### config.mk
export PLATFORM = sky130hd
export DESIGN_NAME = if_fetch_unit
export DESIGN_NICKNAME = d
export VERILOG_FILES = /design/src/rtl/if_fetch_unit.sv
export SDC_FILE = /design/constraint.sdc
export NUM_CORES = 1
export LEC_CHECK = 0
export BUFFER_PORTS_ARGS = -buffer_cell sky130_fd_sc_hd__buf_4
export CAP_MARGIN = 15
export CORE_ASPECT_RATIO = 1.2
export CORE_MARGIN = 2
export CORE_UTILIZATION = 25
export DETAILED_ROUTE_END_ITERATION = 12
export PLACE_DENSITY = 0.44
export REMOVE_ABC_BUFFERS = 1
export SLEW_MARGIN = 40
export SYNTH_ARGS = -nofsm -noshare
export SYNTH_HDL_FRONTEND = slang
export SYNTH_SLANG_ARGS = --single-unit
export TNS_END_PERCENT = 30
### constraint.sdc
create_clock -name clk -period 9.1 [get_ports clk]
set_input_delay 0.455 -clock clk [delete_from_list [all_inputs] [get_ports clk]]
set_output_delay 0.455 -clock clk [all_outputs]
set_load 0.02 [all_outputs]
### src/rtl/if_fetch_unit.sv
// if_fetch_unit: instruction fetch with a DEPTH-entry prefetch queue, branch redirect and IF/ID freeze; `define IF_PERF_CNT_EN adds fetch_stall_cnt
module if_fetch_unit #(
  parameter int          DEPTH    = 2,
  parameter logic [31:0] RESET_PC = 32'h0
) (
  input  logic        clk,
  input  logic        rst,
  input  logic        freeze,
  input  logic        branch_taken,
  input  logic [31:0] branch_addr,
  output logic        mem_req,
  output logic [31:0] mem_addr,
  input  logic        mem_ready,
  input  logic [31:0] mem_rdata,
  output logic        valid_out,
  output logic [31:0] pc_out,
  output logic [31:0] instr_out
`ifdef IF_PERF_CNT_EN
  ,
  output logic [15:0] fetch_stall_cnt
`endif
);
  localparam int PW = DEPTH > 1 ? $clog2(DEPTH) : 1;
  localparam int CW = $clog2(DEPTH + 1);
  typedef enum logic {FETCH, WAIT_SPACE} state_t;
  state_t          state, state_nx;
  logic [31:0]     fetch_pc;
  logic [31:0]     q_pc    [DEPTH];
  logic [31:0]     q_instr [DEPTH];
  logic [PW-1:0]   head, tail;
  logic [CW-1:0]   count, count_nx;
  logic            enq, deq;
  function automatic logic [PW-1:0] nxt(input logic [PW-1:0] p);
    return p == PW'(DEPTH - 1) ? '0 : p + 1'b1;
  endfunction
  assign mem_req   = !rst && state == FETCH;
  assign mem_addr  = fetch_pc;
  assign valid_out = count != '0;
  assign pc_out    = valid_out ? q_pc[head] : '0;
  assign instr_out = valid_out ? q_instr[head] : '0;
  // queue bookkeeping and next state; a redirect discards any completing response and flushes
  always_comb begin
    enq      = mem_req && mem_ready && !branch_taken;
    deq      = valid_out && !freeze && !branch_taken;
    count_nx = branch_taken ? '0 :
               (enq && !deq) ? count + CW'(1) :
               (!enq && deq) ? count - CW'(1) : count;
    state_nx = (branch_taken || count_nx < CW'(DEPTH)) ? FETCH : WAIT_SPACE;
  end
  // FSM state register
  always_ff @(posedge clk)
    if (rst) state <= FETCH;
    else     state <= state_nx;
  // fetch address: reset, redirect, or advance on each accepted response
  always_ff @(posedge clk)
    if (rst)               fetch_pc <= RESET_PC;
    else if (branch_taken) fetch_pc <= {branch_addr[31:2], 2'b00};
    else if (enq)          fetch_pc <= fetch_pc + 32'd4;
  // queue pointers and occupancy
  always_ff @(posedge clk)
    if (rst || branch_taken) begin
      head  <= '0;
      tail  <= '0;
      count <= '0;
    end else begin
      if (enq) tail <= nxt(tail);
      if (deq) head <= nxt(head);
      count <= count_nx;
    end
  // queue storage, written at the tail on each accepted response
  always_ff @(posedge clk)
    if (enq) begin
      q_pc[tail]    <= fetch_pc + 32'd4;
      q_instr[tail] <= mem_rdata;
    end
`ifdef IF_PERF_CNT_EN
  // saturating count of cycles spent waiting on memory; survives redirects
  always_ff @(posedge clk)
    if (rst)                                                fetch_stall_cnt <= '0;
    else if (mem_req && !mem_ready && fetch_stall_cnt != '1) fetch_stall_cnt <= fetch_stall_cnt + 16'd1;
`endif
endmodule

==> key figures <==
Logic synthesis
  • Average instance area after synthesis: 11.9 sq um
  • Asr flop ratio synth: 0%
  • Ys flop type: edfxtp_1
  • Synth unique cells: 54
  • Synthesized flop and latch total: 160
  • Area share of fa/ha/maj cells after synthesis: 0.680%
  • Post-synthesis mux area share: 8.56%
  • Compound-gate portion of the synthesized area: 5.90%
  • Largest family of logic cells by synthesized area: simple AND/OR/NAND/NOR gates
  • Synthesized area: 7360 sq um
  • Gate Count Post-Synth: 621
  • Post-synthesis xor/xnor area fraction: 4.52%
  • Sequential area share after synthesis: 60.4%
  • Yosys warning total: 0
  • Post-synthesis simple-gate area fraction: 16.2%
  • Post-synth EDFFs: 124

Die
  • Core area: 28800 sq um
  • Chip Height: 192 um
  • Die W: 161 um
  • Die area: 30800 sq um
  • Cell Rows: 68
  • Initial Utilization: 25.5%
  • IO Pins: 167

STA
  • Hold Fails Final Rpt: 0
  • Fin crit share: 30.0%
  • Rel. slew slack: 48.8%
  • Tmin final: 2.73 ns
  • TNS Setup: 0 ns
  • Worst clock skew: 0.0142 ns
  • RSZ-0062 raised after global routing: false
  • Final Max Tran Viols: 0
  • # setup viols final: 0
  • Peak Freq: 0.366 GHz
  • Worst-margin pin slew: 0.768 ns

Detailed routing
  • Post-Route WL: 20500 um
  • Residual DRC count: 0
  • First-pass DRT Iterations: 6
  • DRT iter0 DRCs: 221
  • ANT nets after route: 0
  • Drt wl/cell: 17.7 um
  • Vias: 5242
  • Vias per cell: 4.52

Global routing
  • First-pass GRT wire length: 31200 um
  • Global Route Usage Sum: 13.5%
  • Initial antenna violation count: 0
  • Largest net degree at the start of global routing: 64
  • Total congestion overflow: 0
  • Vias in the first global route: 5168

Placed design
  • Post-Place Cells: 1128
  • Final Wtd Congestion: 0.740
  • PortBufs: 160
  • Dpl hpwl: 13800 um

Power
  • Max VDD drop: 0.0000947 V
  • Pwr per Cell Area: 176 nW/um^2
  • Total chip power: 1.68 mW
  • Leakage power: 3.35 nW

Clock network
  • Clk root buf: clkbuf_16
  • Setup Buffers After CTS: 0
  • Clock-pin slew on the worst setup and hold paths: 0.07 ns
  • Clk sinks: 160
  • Num CTS Buffers: 17
  • Clock buffer depth: 2
  • CTS tree: built
  • H-Tree Depth: 4
  • Clock latency on the worst-skew pair: 0.43 ns
  • Post-CTS Hold Fix Bufs: 0
  • Number of gates resized after cts: 0

Final layout
  • Diode count: 0
  • Final net count: 835
  • Filler Cell Count: 2949
  • Area Growth Syn to Fin: 29.7%
  • Non-filler cells, final: 1160
  • Share of cells above drive strength 1: 27.9%

Worst setup path
  • CP Max Fanout: 44
  • CP Buf/Inv Count: 1
  • Critical Path AT: 2.79 ns
  • Critical-path cell list: or4b_2 > nor2_4 > buf_4
  • Delay-heaviest family, CP: simple AND/OR/NAND/NOR gates
  • Path type of the worst setup path: reg2reg
  • CP peak stage delay: 0.77 ns
  • Critical path endpoint category: flop
  • Startpoint Class: flop
  • Critical Path RT: 9.15 ns
  • CP max stage cell: or4b_2

Job
  • Maxcap violations: 0

Run status
  • Status: finished, final reports clean

Min path
  • Worst hold-check path type: in2reg
## report_power, final
part	total, mW	switching (mW)	internal [mW]	leakage (nW)
Combinational	0.136	0.0774	0.0590	1.63
Sequential	0.836	0.0252	0.810	1.43
Clock	0.707	0.302	0.405	0.289
## worst register-to-register path, cell delays in order, from the launching register on
cell and delay, ns:
dfxtp_1 0.34, or4b_2 0.77, nor2_4 0.54, buf_4 0.66
## cell families (layout without fill, tap and decap cells)
logic type               Yosys count  in the layout
AO/OA/AOI/OAI                     59             59
XOR/XNOR                          38             38
adder cells (fa/ha/maj)            4              4
buffers and inverters             65            216
flip-flops                       160            160
multiplexers                      63             63
other                              1              4
AND/OR/NAND/NOR                  231            231
## per-layer routing
layer	wire, um	GRT usage (%)	up-vias	part of all wire, %
met5	0	0	-	0
li1	-	-	2575	-
met4	208	3.60	0	1.0
met1	9250	17.3	2511	45
met3	1060	3.50	15	5.2
met2	9980	22.6	141	49
## state kept, by name (all words and copies together) (netlist names), named ones only
signal and count:
mem_addr 30, state 1, tail 1, head 1, count 2, q_instr 64
q_pc 60
## synthesized netlist by cell type, drive strengths merged, types with 5 or more instances
master	number	share of area [%]
xor2	8	0.95
xnor2	30	3.6
a31oi	6	0.51
nand3	18	1.2
nor4	13	1.6
or4	5	0.51
edfxtp	124	51
a2111oi	7	0.83
o31ai	5	0.51
a211oi	10	1.0
inv	17	0.87
and4	10	1.2
and3	5	0.42
nand4	18	1.7
nor3	13	0.88
dfxtp	36	9.8
mux2i	63	8.6
clkbuf	30	1.6
buf	18	1.3
a21oi	7	0.48
nand2	32	1.6
nor2	97	4.9
or3	5	0.49
a311oi	7	0.83
## area by class of cell
cell class | count | area [sq um] | share of cell area (%)
Clock buffer | 22 | 517 | 5.41
Clock inverter | 10 | 73.8 | 0.773
Inverter | 17 | 63.8 | 0.668
Multi-Input combinational cell | 399 | 2690 | 28.1
Sequential cell | 160 | 4450 | 46.6
Tap cell | 385 | 482 | 5.05
Timing Repair Buffer | 167 | 1280 | 13.4
## stage by stage
stage / hold WS, ns / instance area [sq um] / worst slack [ns] / util, %
detailed placement: 0.522 / 8950 / 5.86 / 31.0
global placement: 0.529 / 8900 / 5.86 / 30.9
global route: 0.186 / 9550 / 6.20 / 33.1
finish: 0.212 / 9550 / 6.37 / 33.1
CTS: 0.188 / 9540 / 6.28 / 33.1
floorplan: 0.502 / 7160 / 4.79 / -
## final timing paths
check / from / end / slack [ns] / cells past startpoint
setup reg to reg: state$_SDFF_PP0_ / q_instr[0][31]$_DFFE_PP_ / 6.37 / 3
setup / recovery: state$_SDFF_PP0_ / q_instr[0][31]$_DFFE_PP_ / 6.37 / 3
hold reg to reg: count[0]$_SDFFE_PP0P_ / count[0]$_SDFFE_PP0P_ / 0.53 / 2
hold / removal: mem_rdata[12] / q_instr[0][12]$_DFFE_PP_ / 0.21 / 1
## layout by cell type (no fill, tap or decap), types with 3 or more instances in the layout
cell type / count
a31oi_1: 6
dfxtp_1: 35
nor4_1: 9
nand4_1: 17
xnor2_1: 30
buf_4: 165
nand3_1: 18
inv_1: 16
clkinv_4: 4
a211oi_1: 10
conb_1: 4
clkbuf_8: 3
nand2_1: 32
clkbuf_16: 19
a311oi_1: 7
ha_1: 3
xor2_1: 8
clkinv_2: 3
nor3_1: 13
or3b_2: 3
o21ai_0: 4
a21oi_1: 7
edfxtp_1: 124
a2111oi_0: 7
and3_1: 5
or3_1: 4
o31ai_1: 5
and4_1: 9
or4_1: 5
mux2i_1: 63
nor2_1: 96
nor4_4: 3
Power figures use the tool's default switching activity.
